$ cat src/rtl/pound_lock_if.sv
// Request and status bundle between the board top level and the pound lock controller.
interface pound_lock_if #(
  parameter int unsigned LEVEL_W = 8
) ();
  logic               arrive_req;
  logic               depart_req;
  logic               boat_pass;
  logic [LEVEL_W-1:0] level;
  logic               gate_l_open;
  logic               gate_r_open;
  logic               filling;
  logic               draining;
  logic               in_chamber;
  logic               left_good;
  logic               right_good;
  logic               pend_arr;
  logic               pend_dep;
  logic               busy;
  logic               err;

  modport master (
    output arrive_req, depart_req, boat_pass,
    input  level, gate_l_open, gate_r_open, filling, draining, in_chamber,
           left_good, right_good, pend_arr, pend_dep, busy, err
  );

  modport slave (
    input  arrive_req, depart_req, boat_pass,
    output level, gate_l_open, gate_r_open, filling, draining, in_chamber,
           left_good, right_good, pend_arr, pend_dep, busy, err
  );
endinterface

$ cat src/rtl/pound_lock_ctrl.sv
// Self-sequencing pound lock chamber controller: queues passages, steps the
// chamber level and interlocks both gates against it.
module pound_lock_ctrl #(
  parameter int unsigned LEVEL_W      = 8,
  parameter int unsigned LOW_LEVEL    = 0,
  parameter int unsigned HIGH_LEVEL   = 100,
  parameter int unsigned STEP_CYCLES  = 4,
  parameter int unsigned GATE_CYCLES  = 2,
  parameter int unsigned OPEN_TIMEOUT = 16
) (
  input logic         clk,
  input logic         reset,
  pound_lock_if.slave bus
);
  localparam int unsigned CNT_MAX = (OPEN_TIMEOUT > GATE_CYCLES) ?
      ((OPEN_TIMEOUT > STEP_CYCLES) ? OPEN_TIMEOUT : STEP_CYCLES) :
      ((GATE_CYCLES  > STEP_CYCLES) ? GATE_CYCLES  : STEP_CYCLES);
  localparam int unsigned CNT_W = (CNT_MAX > 1) ? $clog2(CNT_MAX) : 1;

  localparam logic [LEVEL_W-1:0] LVL_LO    = LEVEL_W'(LOW_LEVEL);
  localparam logic [LEVEL_W-1:0] LVL_HI    = LEVEL_W'(HIGH_LEVEL);
  localparam logic [CNT_W-1:0]   STEP_LAST = CNT_W'(STEP_CYCLES - 1);
  localparam logic [CNT_W-1:0]   GATE_LAST = CNT_W'(GATE_CYCLES - 1);
  localparam logic [CNT_W-1:0]   OPEN_LAST = CNT_W'(OPEN_TIMEOUT - 1);
  localparam logic               DIR_UP    = 1'b0;
  localparam logic               DIR_DN    = 1'b1;

  typedef enum logic [2:0] {
    S_IDLE, S_DRAIN, S_FILL, S_OPEN_IN, S_CLOSE_IN, S_OPEN_OUT, S_CLOSE_OUT
  } state_t;

  state_t             state_q, state_d;
  logic               dir_q, dir_d;
  logic               abort_q, abort_d;
  logic               in_chamber_q, in_chamber_d;
  logic [LEVEL_W-1:0] level_q, level_d;
  logic [CNT_W-1:0]   cnt_q, cnt_d;
  logic               pend_arr_q, pend_arr_d;
  logic               pend_dep_q, pend_dep_d;
  logic               err_q, err_d;
  logic               gate_l_q, gate_l_d;
  logic               gate_r_q, gate_r_d;
  logic               filling_q, filling_d;
  logic               draining_q, draining_d;
  logic               busy_q, busy_d;
  logic               left_good_q, left_good_d;
  logic               right_good_q, right_good_d;
  logic               clr_arr, clr_dep;
  logic               want_up, want_dn, open_st;
  logic [LEVEL_W-1:0] level_inc, level_dec;

  // Latched requests plus the one sampled on this edge take part in selection.
  assign want_up   = pend_arr_q | bus.arrive_req;
  assign want_dn   = pend_dep_q | bus.depart_req;
  assign open_st   = (state_q == S_OPEN_IN) || (state_q == S_OPEN_OUT);
  assign level_inc = level_q + LEVEL_W'(1);
  assign level_dec = level_q - LEVEL_W'(1);

  // State, datapath and registered status outputs.
  always_ff @(posedge clk) begin
    if (!reset) begin
      state_q      <= S_IDLE;
      dir_q        <= DIR_UP;
      abort_q      <= 1'b0;
      in_chamber_q <= 1'b0;
      level_q      <= LVL_LO;
      cnt_q        <= '0;
      pend_arr_q   <= 1'b0;
      pend_dep_q   <= 1'b0;
      err_q        <= 1'b0;
      gate_l_q     <= 1'b0;
      gate_r_q     <= 1'b0;
      filling_q    <= 1'b0;
      draining_q   <= 1'b0;
      busy_q       <= 1'b0;
      left_good_q  <= 1'b1;
      right_good_q <= 1'b0;
    end else begin
      state_q      <= state_d;
      dir_q        <= dir_d;
      abort_q      <= abort_d;
      in_chamber_q <= in_chamber_d;
      level_q      <= level_d;
      cnt_q        <= cnt_d;
      pend_arr_q   <= pend_arr_d;
      pend_dep_q   <= pend_dep_d;
      err_q        <= err_d;
      gate_l_q     <= gate_l_d;
      gate_r_q     <= gate_r_d;
      filling_q    <= filling_d;
      draining_q   <= draining_d;
      busy_q       <= busy_d;
      left_good_q  <= left_good_d;
      right_good_q <= right_good_d;
    end
  end

  // Next-state, level stepping, request queue and error tracking.
  always_comb begin
    state_d      = state_q;
    dir_d        = dir_q;
    abort_d      = abort_q;
    in_chamber_d = in_chamber_q;
    level_d      = level_q;
    cnt_d        = cnt_q;
    clr_arr      = 1'b0;
    clr_dep      = 1'b0;
    case (state_q)
      S_IDLE: begin
        cnt_d   = '0;
        abort_d = 1'b0;
        if (want_dn && level_q == LVL_HI) begin
          dir_d   = DIR_DN;
          state_d = S_OPEN_IN;
        end else if (want_up) begin
          dir_d   = DIR_UP;
          state_d = (level_q == LVL_LO) ? S_OPEN_IN : S_DRAIN;
        end else if (want_dn) begin
          dir_d   = DIR_DN;
          state_d = S_FILL;
        end
      end
      S_FILL: begin
        if (cnt_q == STEP_LAST) begin
          cnt_d   = '0;
          level_d = level_inc;
          if (level_inc == LVL_HI) state_d = in_chamber_q ? S_OPEN_OUT : S_OPEN_IN;
        end else begin
          cnt_d = cnt_q + CNT_W'(1);
        end
      end
      S_DRAIN: begin
        if (cnt_q == STEP_LAST) begin
          cnt_d   = '0;
          level_d = level_dec;
          if (level_dec == LVL_LO) state_d = in_chamber_q ? S_OPEN_OUT : S_OPEN_IN;
        end else begin
          cnt_d = cnt_q + CNT_W'(1);
        end
      end
      S_OPEN_IN: begin
        // A boat crossing on the timeout edge still counts as an entry.
        if (bus.boat_pass) begin
          in_chamber_d = 1'b1;
          cnt_d        = '0;
          state_d      = S_CLOSE_IN;
        end else if (OPEN_TIMEOUT != 0) begin
          if (cnt_q == OPEN_LAST) begin
            abort_d = 1'b1;
            clr_arr = (dir_q == DIR_UP);
            clr_dep = (dir_q == DIR_DN);
            cnt_d   = '0;
            state_d = S_CLOSE_IN;
          end else begin
            cnt_d = cnt_q + CNT_W'(1);
          end
        end
      end
      S_CLOSE_IN: begin
        if (cnt_q == GATE_LAST) begin
          cnt_d = '0;
          if (abort_q)               state_d = S_IDLE;
          else if (dir_q == DIR_UP)  state_d = S_FILL;
          else                       state_d = S_DRAIN;
        end else begin
          cnt_d = cnt_q + CNT_W'(1);
        end
      end
      S_OPEN_OUT: begin
        if (bus.boat_pass) begin
          in_chamber_d = 1'b0;
          clr_arr      = (dir_q == DIR_UP);
          clr_dep      = (dir_q == DIR_DN);
          cnt_d        = '0;
          state_d      = S_CLOSE_OUT;
        end
      end
      S_CLOSE_OUT: begin
        if (cnt_q == GATE_LAST) begin
          cnt_d   = '0;
          state_d = S_IDLE;
        end else begin
          cnt_d = cnt_q + CNT_W'(1);
        end
      end
      default: state_d = S_IDLE;
    endcase
    pend_arr_d = (pend_arr_q & ~clr_arr) | bus.arrive_req;
    pend_dep_d = (pend_dep_q & ~clr_dep) | bus.depart_req;
    err_d      = err_q
               | (bus.boat_pass & ~open_st)
               | (open_st & ((bus.arrive_req & pend_arr_q) | (bus.depart_req & pend_dep_q)));
  end

  // Status decoded from the next state so every output leaves a flop.
  always_comb begin
    gate_l_d = 1'b0;
    gate_r_d = 1'b0;
    if (state_d == S_OPEN_IN) begin
      gate_l_d = (dir_d == DIR_UP);
      gate_r_d = (dir_d == DIR_DN);
    end else if (state_d == S_OPEN_OUT) begin
      gate_l_d = (dir_d == DIR_DN);
      gate_r_d = (dir_d == DIR_UP);
    end
    filling_d    = (state_d == S_FILL);
    draining_d   = (state_d == S_DRAIN);
    busy_d       = (state_d != S_IDLE);
    left_good_d  = (level_d == LVL_LO);
    right_good_d = (level_d == LVL_HI);
  end

  assign bus.level       = level_q;
  assign bus.gate_l_open = gate_l_q;
  assign bus.gate_r_open = gate_r_q;
  assign bus.filling     = filling_q;
  assign bus.draining    = draining_q;
  assign bus.in_chamber  = in_chamber_q;
  assign bus.left_good   = left_good_q;
  assign bus.right_good  = right_good_q;
  assign bus.pend_arr    = pend_arr_q;
  assign bus.pend_dep    = pend_dep_q;
  assign bus.busy        = busy_q;
  assign bus.err         = err_q;
endmodule

$ cat src/flat_wrapper.sv
// flat-port wrapper written by rule: the top's interface ports become plain ports
module pound_lock_ctrl_flat 
#(
  parameter int unsigned LEVEL_W      = 8,
  parameter int unsigned LOW_LEVEL    = 0,
  parameter int unsigned HIGH_LEVEL   = 100,
  parameter int unsigned STEP_CYCLES  = 4,
  parameter int unsigned GATE_CYCLES  = 2,
  parameter int unsigned OPEN_TIMEOUT = 16
)
  (clk, reset, bus_arrive_req, bus_depart_req, bus_boat_pass, bus_level, bus_gate_l_open, bus_gate_r_open, bus_filling, bus_draining, bus_in_chamber, bus_left_good, bus_right_good, bus_pend_arr, bus_pend_dep, bus_busy, bus_err);
  pound_lock_if #(.LEVEL_W(LEVEL_W)) bus_i ();
  input logic clk;
  input logic reset;
  input wire logic [$bits(bus_i.arrive_req)-1:0] bus_arrive_req;
  input wire logic [$bits(bus_i.depart_req)-1:0] bus_depart_req;
  input wire logic [$bits(bus_i.boat_pass)-1:0] bus_boat_pass;
  output wire logic [$bits(bus_i.level)-1:0] bus_level;
  output wire logic [$bits(bus_i.gate_l_open)-1:0] bus_gate_l_open;
  output wire logic [$bits(bus_i.gate_r_open)-1:0] bus_gate_r_open;
  output wire logic [$bits(bus_i.filling)-1:0] bus_filling;
  output wire logic [$bits(bus_i.draining)-1:0] bus_draining;
  output wire logic [$bits(bus_i.in_chamber)-1:0] bus_in_chamber;
  output wire logic [$bits(bus_i.left_good)-1:0] bus_left_good;
  output wire logic [$bits(bus_i.right_good)-1:0] bus_right_good;
  output wire logic [$bits(bus_i.pend_arr)-1:0] bus_pend_arr;
  output wire logic [$bits(bus_i.pend_dep)-1:0] bus_pend_dep;
  output wire logic [$bits(bus_i.busy)-1:0] bus_busy;
  output wire logic [$bits(bus_i.err)-1:0] bus_err;
  assign bus_i.arrive_req = bus_arrive_req;
  assign bus_i.depart_req = bus_depart_req;
  assign bus_i.boat_pass = bus_boat_pass;
  assign bus_level = bus_i.level;
  assign bus_gate_l_open = bus_i.gate_l_open;
  assign bus_gate_r_open = bus_i.gate_r_open;
  assign bus_filling = bus_i.filling;
  assign bus_draining = bus_i.draining;
  assign bus_in_chamber = bus_i.in_chamber;
  assign bus_left_good = bus_i.left_good;
  assign bus_right_good = bus_i.right_good;
  assign bus_pend_arr = bus_i.pend_arr;
  assign bus_pend_dep = bus_i.pend_dep;
  assign bus_busy = bus_i.busy;
  assign bus_err = bus_i.err;
  pound_lock_ctrl #(.LEVEL_W(LEVEL_W), .LOW_LEVEL(LOW_LEVEL), .HIGH_LEVEL(HIGH_LEVEL), .STEP_CYCLES(STEP_CYCLES), .GATE_CYCLES(GATE_CYCLES), .OPEN_TIMEOUT(OPEN_TIMEOUT)) u_core (.clk(clk), .reset(reset), .bus(bus_i));
endmodule
$ cat config.mk
export PLATFORM = sky130hd
export DESIGN_NAME = pound_lock_ctrl_flat
export DESIGN_NICKNAME = d
export VERILOG_FILES = /design/src/rtl/pound_lock_if.sv /design/src/rtl/pound_lock_ctrl.sv /design/src/flat_wrapper.sv
export SDC_FILE = /design/constraint.sdc
export NUM_CORES = 1
export LEC_CHECK = 0
export BUFFER_PORTS_ARGS = -buffer_cell sky130_fd_sc_hd__buf_2
export CAP_MARGIN = 20
export CORE_ASPECT_RATIO = 1.1
export CORE_MARGIN = 8
export CORE_UTILIZATION = 63
export CTS_CLUSTER_DIAMETER = 60
export DETAILED_ROUTE_END_ITERATION = 10
export PLACE_DENSITY = 0.89
export REMOVE_ABC_BUFFERS = 1
export SLEW_MARGIN = 20
export SYNTH_ARGS = -nofsm -noshare
export SYNTH_HDL_FRONTEND = slang
export SYNTH_SLANG_ARGS = --single-unit
$ cat constraint.sdc
create_clock -name clk -period 3.2 [get_ports clk]
set_input_delay 0.16 -clock clk [delete_from_list [all_inputs] [get_ports clk]]
set_output_delay 0.16 -clock clk [all_outputs]
set_load 0.05 [all_outputs]
==> results of run 1 <==
-- state kept, by name (all words and copies together), names as in the netlist --
name	cells
u_core.bus.level	8
u_core.cnt_q	4
u_core.state_q	3
u_core.abort_q	1
u_core.bus.busy	1
u_core.bus.draining	1
u_core.bus.err	1
u_core.bus.filling	1
u_core.bus.gate_l_open	1
u_core.bus.gate_r_open	1
u_core.bus.in_chamber	1
u_core.bus.left_good	1
u_core.bus.pend_arr	1
u_core.bus.pend_dep	1
u_core.bus.right_good	1
u_core.dir_q	1
-- kinds of logic after synthesis --
kind of cell	Yosys count	share of synthesized area [%]
compound gates	66	24.1
xor+xnor	6	2.57
fa+ha+maj	5	3.06
buf+inv	25	7.46
flops	28	27.4
mux	2	0.978
simple gates	111	34.5
-- worst register-to-register path: cells and delay by family, from the launching register on --
kind | cells | cell delay (ns)
compound gates | 3 | 0.60
simple gates | 3 | 1.05
flops | 1 | 0.82
-- worst max-delay path by stage --
stage	startpoint	end	slack (ns)	cells after the start
floorplan	u_core.bus.level[0]	u_core.bus.left_good	0.73	6
global placement	u_core.state_q[0]	u_core.bus.gate_l_open	0.81	6
detailed placement	u_core.state_q[0]	u_core.bus.gate_l_open	0.71	6
CTS	u_core.state_q[0]	u_core.bus.gate_l_open	0.68	6
global route	u_core.state_q[0]	u_core.bus.gate_l_open	0.46	6
finish	u_core.state_q[0]	u_core.bus.gate_l_open	0.62	6
-- power by group --
part           total, uW  internal, uW  leakage, uW  switching [uW]
Clock                178          69.9    0.0000210             108
Combinational        383           139     0.000558             244
Sequential           428           382     0.000229            46.4
Total                989           590     0.000808             399
-- stage by stage --
| step | cells | util, % | hold slack [ns] | area [um2] |
|---|---|---|---|---|
| 2_1_floorplan | 225 | - | 0.216 | 1920 |
| 3_3_place_gp | 283 | 67.8 | 0.415 | 2090 |
| 3_5_place_dp | 283 | 67.8 | 0.427 | 2090 |
| 4_1_cts | 287 | 69.0 | 0.0639 | 2120 |
| 5_1_grt | 287 | 69.0 | 0.0745 | 2120 |
| 6_report | 287 | 69.0 | 0.0707 | 2120 |
-- final cells by class --
type / instances / area, um2 / area share [%]
multi-input cells: 190 / 1330 / 62.9
well taps: 34 / 42.5 / 2.00
inverters: 7 / 26.3 / 1.24
clock buffers: 4 / 36.3 / 1.71
repair buffers: 24 / 123 / 5.78
flip-flops and latches: 28 / 561 / 26.4
-- placed cells by master, fill, tap and decap left out, types with 4 or more instances in the layout --
| cell | n |
|---|---|
| nand2b_1 | 4 |
| and2_1 | 7 |
| inv_1 | 7 |
| nand3_1 | 8 |
| or3b_2 | 4 |
| nor2_1 | 19 |
| nand2_1 | 12 |
| nor2b_1 | 4 |
| a21oi_1 | 9 |
| ha_1 | 5 |
| o21ai_0 | 13 |
| a21boi_0 | 5 |
| and4_1 | 4 |
| dfxtp_1 | 28 |
| nor4_1 | 4 |
| xnor2_1 | 4 |
| buf_2 | 23 |
| nor3_1 | 7 |
| nor3b_1 | 5 |
-- cell usage after synthesis (2+ instances only) --
cell type	instances
dfxtp_1	28
nor2_1	19
o21ai_0	13
nand2_1	12
a21oi_1	9
nand3_1	8
and2_1	7
clkbuf_1	7
inv_1	7
nor3_1	7
a21boi_0	5
ha_1	5
nor3b_1	5
and4_1	4
nand2b_1	4
nor2b_1	4
nor4_1	4
or3b_2	4
xnor2_1	4
a211oi_1	3
a221oi_1	3
a31oi_1	3
a32oi_1	3
and3_1	3
buf_4	3
clkbuf_8	3
nor4b_1	3
o21a_1	3
o22ai_1	3
and3_2	2
buf_2	2
buf_6	2
mux2i_1	2
nand4_1	2
o21ai_1	2
o21bai_1	2
o32ai_1	2
or2_2	2
or2b_2	2
or3_1	2
or4_2	2
xor2_1	2
-- metal layers --
metal	track usage, %	routed length [um]	part of all wire (%)	vias up
li1	-	-	-	934
met1	19.2	2010	44	897
met2	30.0	2170	47	65
met3	3.65	299	6.5	9
met4	8.04	109	2.4	0
met5	0	0	0	-
==> results.cfg, run 1 <==
[status]
status = completed

[route]
postRouteAntennaNets = 0
postRouteWirelength_mm = 4.58
firstDrtPassIters = 5
avgViaCountPerCell = 6.64
num_vias = 1905
drc = 0
wl_per_cell_um = 16.0
dr.first_iter.drc_count = 142

[yosys]
synth_top_cell_by_area = dfxtp_1
synth_edf_count = 0
syn-cell-area_um2 = 2050
yosys-top-cells-area = dfxtp_1 (27%), nor2_1 (3.5%), o21ai_0 (3.2%), ha_1 (3.1%), a21oi_1 (2.2%)
synth_seq_area_share_pct = 27.4
synth-seq-cells = 28
yosys_warnings = 0
synth_ff_type = dfxtp_1
synth_cell_types = 73
async_flop_share_pct = 0
avgSynthCellArea_um2 = 8.42
synth_top_cell_area_share_pct = 27.4
synth_cells = 243

[timing]
setup_viol = 0
fmax_mhz = 388
drv_slew = 0
skew_ns = 0.00461
finalHoldViolCount = 0
maxSlewHeadroom_pct = 51.9
period_share_pct = 80.5
post-route-min-period_ns = 2.58
tightest_slew_ns = 0.720
fin_ws_ns = 0.624
final.setup.tns_ns = 0
grt_setup_unrepaired = no

[power_and_ir_drop]
power_leakage_uw = 0.000808
powerDensity_nw_per_um2 = 466
peakVddDrop_mv = 0.348
finalPower_uw = 989

[place]
gp_congestion = 1.01
dp_hpwl_mm = 3.33
io_buffer_count = 23
post-place-ws_ns = 0.708

[setup_path]
required_ns = 3.43
cp_max_fo = 23
reg2reg_to = u_core.bus.gate_l_open
slowest_stage = dfxtp_1
critical_path_arrival_ns = 2.80
slowest_delay_ns = 0.82
reg2reg_from = u_core.state_q[0]
rr_worst_depth = 6
worstSetupPathType = flop to flop
critPathLaunchType = flop
crit_family = simple AND/OR/NAND/NOR gates
crit_chain = or3b_2 > nor2_1 > nand3_1 > o31ai_4 > o21bai_1 > o22ai_1
critPathCaptureType = flop
rrSetupSlack_ns = 0.62
crit_buf_inv = 0

[clock_network]
clk_pin_slew_ns = 0.15
ctsHoldBuffers = 0
cts_sinks = 28
htree_levels = 1
insertion_delay_ns = 0.34
root_buffer = clkbuf_4
ctsResizeCount = 0
cts_tree = built
cts_buffers = 3
post-cts-setup-buffer-count = 0
ctsLongestPathBuffers = 2

[finish]
syn2layout_area_growth_pct = 3.67
nets = 264
drive_gt1_share_pct = 22.5
num-fill-cells = 274
diodes = 0

[global_route]
grtUsageTotal_pct = 17.0
antenna_found_initial = 0
globalRouteOverflowTotal = 0
grt_pass1_vias = 1720
grt_max_degree = 24
grt_first_pass_wirelength_mm = 7.53

[hold_path]
min_to = u_core.bus.pend_arr
hp-class = primary input to flop
worstHoldPathCells = 2
worstHoldStart = bus_arrive_req

[floorplan]
die_x_um = 70.4
dieArea_um2 = 5330
row_count = 21
die_h_um = 75.8
pin_count = 24
initial_core_util_pct = 66.6
core-area_um2 = 3070

[job]
drv_cap = 0
Note: power is estimated with default switching activity, not from simulation.
==> run 2, diff against run 1 <==
- ABC_AREA: default -> 1
- CORE_UTILIZATION: 63 -> 52
- PLACE_DENSITY: 0.89 -> 0.8
- clock period: 3.2 -> 2.1 ns (I/O delays scaled with it)
==> results.cfg, run 2 <==
[yosys]
syn-cell-area_um2 = 1930
synth_top_cell_by_area = dfxtp_1
async_flop_share_pct = 0
yosysMostFrequentCell = nand2_1
synth_seq_area_share_pct = 29.0
synth_cell_types = 33
synth-seq-cells = 28
synth_ff_type = dfxtp_1
yosys-top-cells-area = dfxtp_1 (29%), nand2_1 (16%), nor2_1 (11%), inv_1 (8.7%), nand3_1 (7.5%)
synth_cells = 318
yosys_warnings = 0
synth_top_family_by_area = simple AND/OR/NAND/NOR gates
synth_mux_area_share_pct = 0
yosys.area_share.adder_pct = 3.23
synth_edf_count = 0
synth-compound-area-share_pct = 10.4
synth_xor_xnor_area_share_pct = 0.453
synth_top_cell_area_share_pct = 29.0
synth_common_cells = nand2_1 (80), nor2_1 (56), inv_1 (45)
synth_simple_gate_area_share_pct = 45.8
avgSynthCellArea_um2 = 6.08

[floorplan]
row_count = 23
core-area_um2 = 3600
die_x_um = 74.2
die_h_um = 80.0
initial_core_util_pct = 53.8
dieArea_um2 = 5930
pin_count = 24

[setup_path]
required_ns = 2.28
cp_max_fo = 6
rr_worst_depth = 13
critPathLaunchType = flop
critPathCaptureType = flop
reg2reg_to = u_core.bus.busy
reg2reg_from = u_core.bus.level[0]
endpoint = u_core.bus.busy
rrSetupSlack_ns = 0.21
worstSetupPathType = flop to flop
startpoint = u_core.bus.level[0]
critical_path_arrival_ns = 2.07

[clock_network]
cts_tree = built
ctsLongestPathBuffers = 2
insertion_delay_ns = 0.28
clk_pin_slew_ns = 0.10
htree_levels = 1
cts_buffers = 3
cts_sinks = 28
root_buffer = clkbuf_8

[finish]
num-fill-cells = 344
diodes = 0
regArea_um2 = 564
final_cell_mix = nand2_1 (78), nor2_1 (53), inv_1 (44), nand3_1 (28), dfxtp_1 (25)
nets = 360
syn2layout_area_growth_pct = 16.9
multi_input_area_um2 = 1180
largest_reg_flops = 8
layout_commonest_cell = nand2_1
postLayoutCellArea_um2 = 2260
drive_gt1_share_pct = 18.6

[timing]
tightest_slew_ns = 0.461
setup_viol = 0
grt_setup_unrepaired = no
fmax_mhz = 529
skew_ns = 0.00727
fin_ws_ns = 0.210
period_share_pct = 90.0
drv_slew = 0
holdWs_ns = 0.155
maxSlewHeadroom_pct = 69.0
finalHoldViolCount = 0
post-route-min-period_ns = 1.89

[job]
drv_cap = 0

[global_route]
grt_first_pass_wirelength_mm = 8.22
antenna_found_initial = 0
grtUsageTotal_pct = 17.3
globalRouteOverflowTotal = 0
grt_max_degree = 17
grt_pass1_vias = 1841

[route]
num_vias = 2086
drc = 0
avgViaCountPerCell = 5.23
dr.first_iter.drc_count = 228
firstDrtPassIters = 5
postRouteAntennaNets = 0
wl_per_cell_um = 12.5
postRouteWirelength_mm = 4.97

[place]
post-place-ws_ns = 0.0663
io_buffer_count = 23
dp_hpwl_mm = 3.86
gp_congestion = 0.943
dpl-instance-area_um2 = 2130

[hold_path]
hp-class = primary input to flop

[power_and_ir_drop]
power_leakage_uw = 0.00115
powerDensity_nw_per_um2 = 904
peakVddDrop_mv = 0.994

[status]
status = completed
## run 2: changes by cell type after synthesis, sizes merged, moves of 6 or more
cell / delta
nand4: +6
nand3: +24
inv: +42
nor2: +42
nand2: +70
clkbuf: -9
and2: -6
## run 2: repair_timing
action,CTS,global route
resized for setup,0,10
buffers inserted,0,3
endpoints found under the setup margin,0,8
hold buffers,0,0
## run 2: worst max-delay path, cell delays in order (launching register included)
cell and delay [ns]:
dfxtp_2 0.39, inv_2 0.07, ha_1 0.21, buf_4 0.15, nand2_1 0.06, nor3_1 0.05
nand3_1 0.09, nand2_1 0.08, nor2_1 0.09, nand2_1 0.08, a21oi_1 0.19, nand3_2 0.16
nand2_2 0.11, nand3_1 0.06
## run 2: power breakdown
| group | internal [uW] | switching, uW |
|---|---|---|
| logic | 307 | 629 |
| clock network | 255 | 170 |
| registers | 612 | 70.1 |
## run 2: per-layer routing
metal / vias up / global-route usage [%] / part of all wire [%] / wire length [um]
li1: 1075 / - / - / -
met1: 923 / 22.0 / 43 / 2150
met2: 77 / 28.3 / 48 / 2370
met3: 11 / 3.14 / 7.2 / 356
met4: 0 / 5.40 / 1.8 / 91
met5: - / 0 / 0 / 0
## run 2: logic make-up after synthesis
kind of cell               count (synthesis)
and+or+nand+nor                          193
buffers and inverters                     55
AOI/OAI and AO/OA                         36
DFF                                       28
adders and majority gates                  5
xor gates and xnor gates                   1
## run 2: worst min path at each step
stage | start | cells after the start | to
2_1_floorplan | reset | 1 | u_core.bus.left_good
3_5_place_dp | reset | 2 | u_core.bus.left_good
5_1_grt | reset | 2 | u_core.bus.left_good
4_1_cts | reset | 2 | u_core.bus.left_good
6_report | reset | 2 | u_core.bus.left_good
3_3_place_gp | reset | 2 | u_core.bus.left_good
## run 2: stage by stage
step                setup TNS [ns]  util [%]  total power, uW  instances
floorplan                   -0.777         -             1320        312
CTS                              0      61.3             1960        396
global route                     0      62.9             2170        399
finish                           0      62.9             2040        399
detailed placement               0      59.3             1540        392
global placement                 0      59.3             1530        392
## run 2: cell type report
cell class,instances,share of cell area (%)
Sequential cell,28,25.0
Multi-Input combinational cell,235,52.0
Clock inverter,1,1.33
Inverter,49,8.14
Tap cell,50,2.77
Clock buffer,3,1.83
Timing Repair Buffer,33,8.97
==> run 3, diff against run 2 <==
==> constraint.sdc (replaced) <==
create_clock -name clk -period 1.7 [get_ports clk]
set_input_delay 0.085 -clock clk [delete_from_list [all_inputs] [get_ports clk]]
set_output_delay 0.085 -clock clk [all_outputs]
set_load 0.005 [all_outputs]
==> results.cfg, run 3 (synthesis gave the netlist of run 2 again) <==
[status]
status = complete, but fails checks
violations = setup timing

[timing]
period_share_pct = 117
tightest_slew_ns = 0.614
holdWs_ns = 0.131
finalHoldViolCount = 0
grt_setup_unrepaired = yes
fin_ws_ns = -0.293
fmax_mhz = 502
skew_ns = 0.0124
post-route-min-period_ns = 1.99
setup_viol = 12
maxSlewHeadroom_pct = 59.0
drv_slew = 0

[power_and_ir_drop]
sw_frac_of_total_pct = 41.2
powerDensity_nw_per_um2 = 945
power_leakage_uw = 0.00151
intPower_uw = 1690
p_switching_uw = 1190
clkPwrFrac_pct = 19.3
pwr-share-comb_pct = 51.4
p_seq_share_pct = 29.2
peakVddDrop_mv = 0.726

[floorplan]
pin_count = 24
core-area_um2 = 3600
die_h_um = 80.0
row_count = 23
die_x_um = 74.2
dieArea_um2 = 5930
initial_core_util_pct = 53.8

[finish]
multi_input_area_um2 = 1480
layout_commonest_cell = buf_4
diodes = 0
drive_gt1_share_pct = 47.0
nets = 422
fin_cells = 461
num-fill-cells = 184
regArea_um2 = 583
largest_reg_flops = 8
final_cell_mix = buf_4 (68), nand2_1 (58), nor2_1 (41), inv_1 (40), buf_2 (23)
syn2layout_area_growth_pct = 57.6

[place]
dpl.cell_count = 435
gp_congestion = 1.02
io_buffer_count = 23
dp_hpwl_mm = 4.33

[setup_path]
rrSetupSlack_ns = -0.29
critical_path_arrival_ns = 2.24
crit_chain = ha_4 > buf_4 > buf_4 > nand3_1 > nor2_4 > nand2_2 > nand2_2 > nand2_2 > nand2_2 > nand3_4 > or2_0 > nor2_1
startpoint = u_core.bus.level[0]
worstSetupPathDepth = 12
slowest_delay_ns = 0.41
critPathLaunchType = flop
cp_max_fo = 4
rr_worst_depth = 12
path_common_cell = nand2_2
crit_family = simple AND/OR/NAND/NOR gates
critPathCaptureType = flop
endpoint = u_core.bus.filling
crit_buf_inv = 2
reg2reg_to = u_core.bus.filling
required_ns = 1.95
reg2reg_from = u_core.bus.level[0]
worstSetupPathType = flop to flop
slowest_stage = dfxtp_4

[clock_network]
htree_levels = 1
ctsLongestPathBuffers = 2
cts_sinks = 28
ctsHoldBuffers = 0
clk_pin_slew_ns = 0.11
cts_buffers = 3
insertion_delay_ns = 0.30
root_buffer = clkbuf_8
cts_tree = built

[global_route]
grt_max_degree = 17
antenna_found_initial = 0
globalRouteOverflowTotal = 0
grtUsageTotal_pct = 24.9
grt_pass1_vias = 2427
grt_first_pass_wirelength_mm = 11.4

[route]
postRouteWirelength_mm = 9.19
avgViaCountPerCell = 6.34
dr.first_iter.drc_count = 601
wl_per_cell_um = 19.9
num_vias = 2921
drc = 0
firstDrtPassIters = 8
postRouteAntennaNets = 0

[hold_path]
hp-class = primary input to flop

[job]
drv_cap = 0
-- run 3: worst register-to-register path, delay by kind of cell, from the launching register on --
kind,cells,cell delay [ns]
buffers and inverters,2,0.20
DFF,1,0.41
and+or+nand+nor,9,1.18
adders and majority gates,1,0.16
-- run 3: worst min path at each step --
| stage | startpoint | end | slack, ns | cells past startpoint |
|---|---|---|---|---|
| global route | bus_depart_req | u_core.bus.pend_dep | 0.16 | 5 |
| CTS | bus_depart_req | u_core.bus.pend_dep | 0.14 | 5 |
| detailed placement | bus_depart_req | u_core.bus.pend_dep | 0.44 | 5 |
| finish | bus_depart_req | u_core.bus.pend_dep | 0.13 | 5 |
| global placement | bus_depart_req | u_core.bus.pend_dep | 0.44 | 5 |
| floorplan | reset | u_core.bus.left_good | 0.16 | 1 |
-- run 3: timing repair --
item	CTS	global route
setup buffers	12	10
pin swaps	24	26
setup endpoints to repair	15	18
endpoints found under the hold margin	0	0
gates cloned	0	1
resized for setup	54	56
-- run 3: area by class of cell --
class	count	share of cell area, %
clock buffers	3	1.35
clock inverters	1	0.985
inverters	49	6.28
multi-input cells	236	48.6
flip-flops and latches	28	19.1
well taps	50	2.05
repair buffers	94	21.6
-- run 3: power groups by stage --
stage | combinational (uW) | sequential (uW) | clock [uW]
2_1_floorplan | 584 | 850 | 0
3_3_place_gp | 1060 | 841 | 0
3_5_place_dp | 1080 | 840 | 0
4_1_cts | 1220 | 826 | 537
5_1_grt | 1580 | 850 | 593
6_report | 1480 | 842 | 557
-- run 3: per-layer routing --
metal | vias up | track usage, % | part of all wire (%)
met4 | 0 | 17.8 | 9.4
met1 | 1273 | 26.3 | 33
met2 | 322 | 42.2 | 45
met3 | 127 | 5.40 | 13
li1 | 1199 | - | -
met5 | - | 0 | 0
-- run 3: stage by stage --
stage / setup WS [ns] / utilization [%] / cell area (um2) / TNS [ns] / power (uW)
floorplan: -0.132 / - / 1900 / -0.545 / 1430
finish: -0.293 / 84.7 / 3050 / -2.30 / 2880
global placement: -0.136 / 68.3 / 2460 / -0.872 / 1900
CTS: -0.0598 / 77.4 / 2780 / -0.247 / 2590
global route: -0.396 / 84.7 / 3050 / -3.88 / 3020
detailed placement: -0.249 / 68.3 / 2460 / -1.68 / 1920
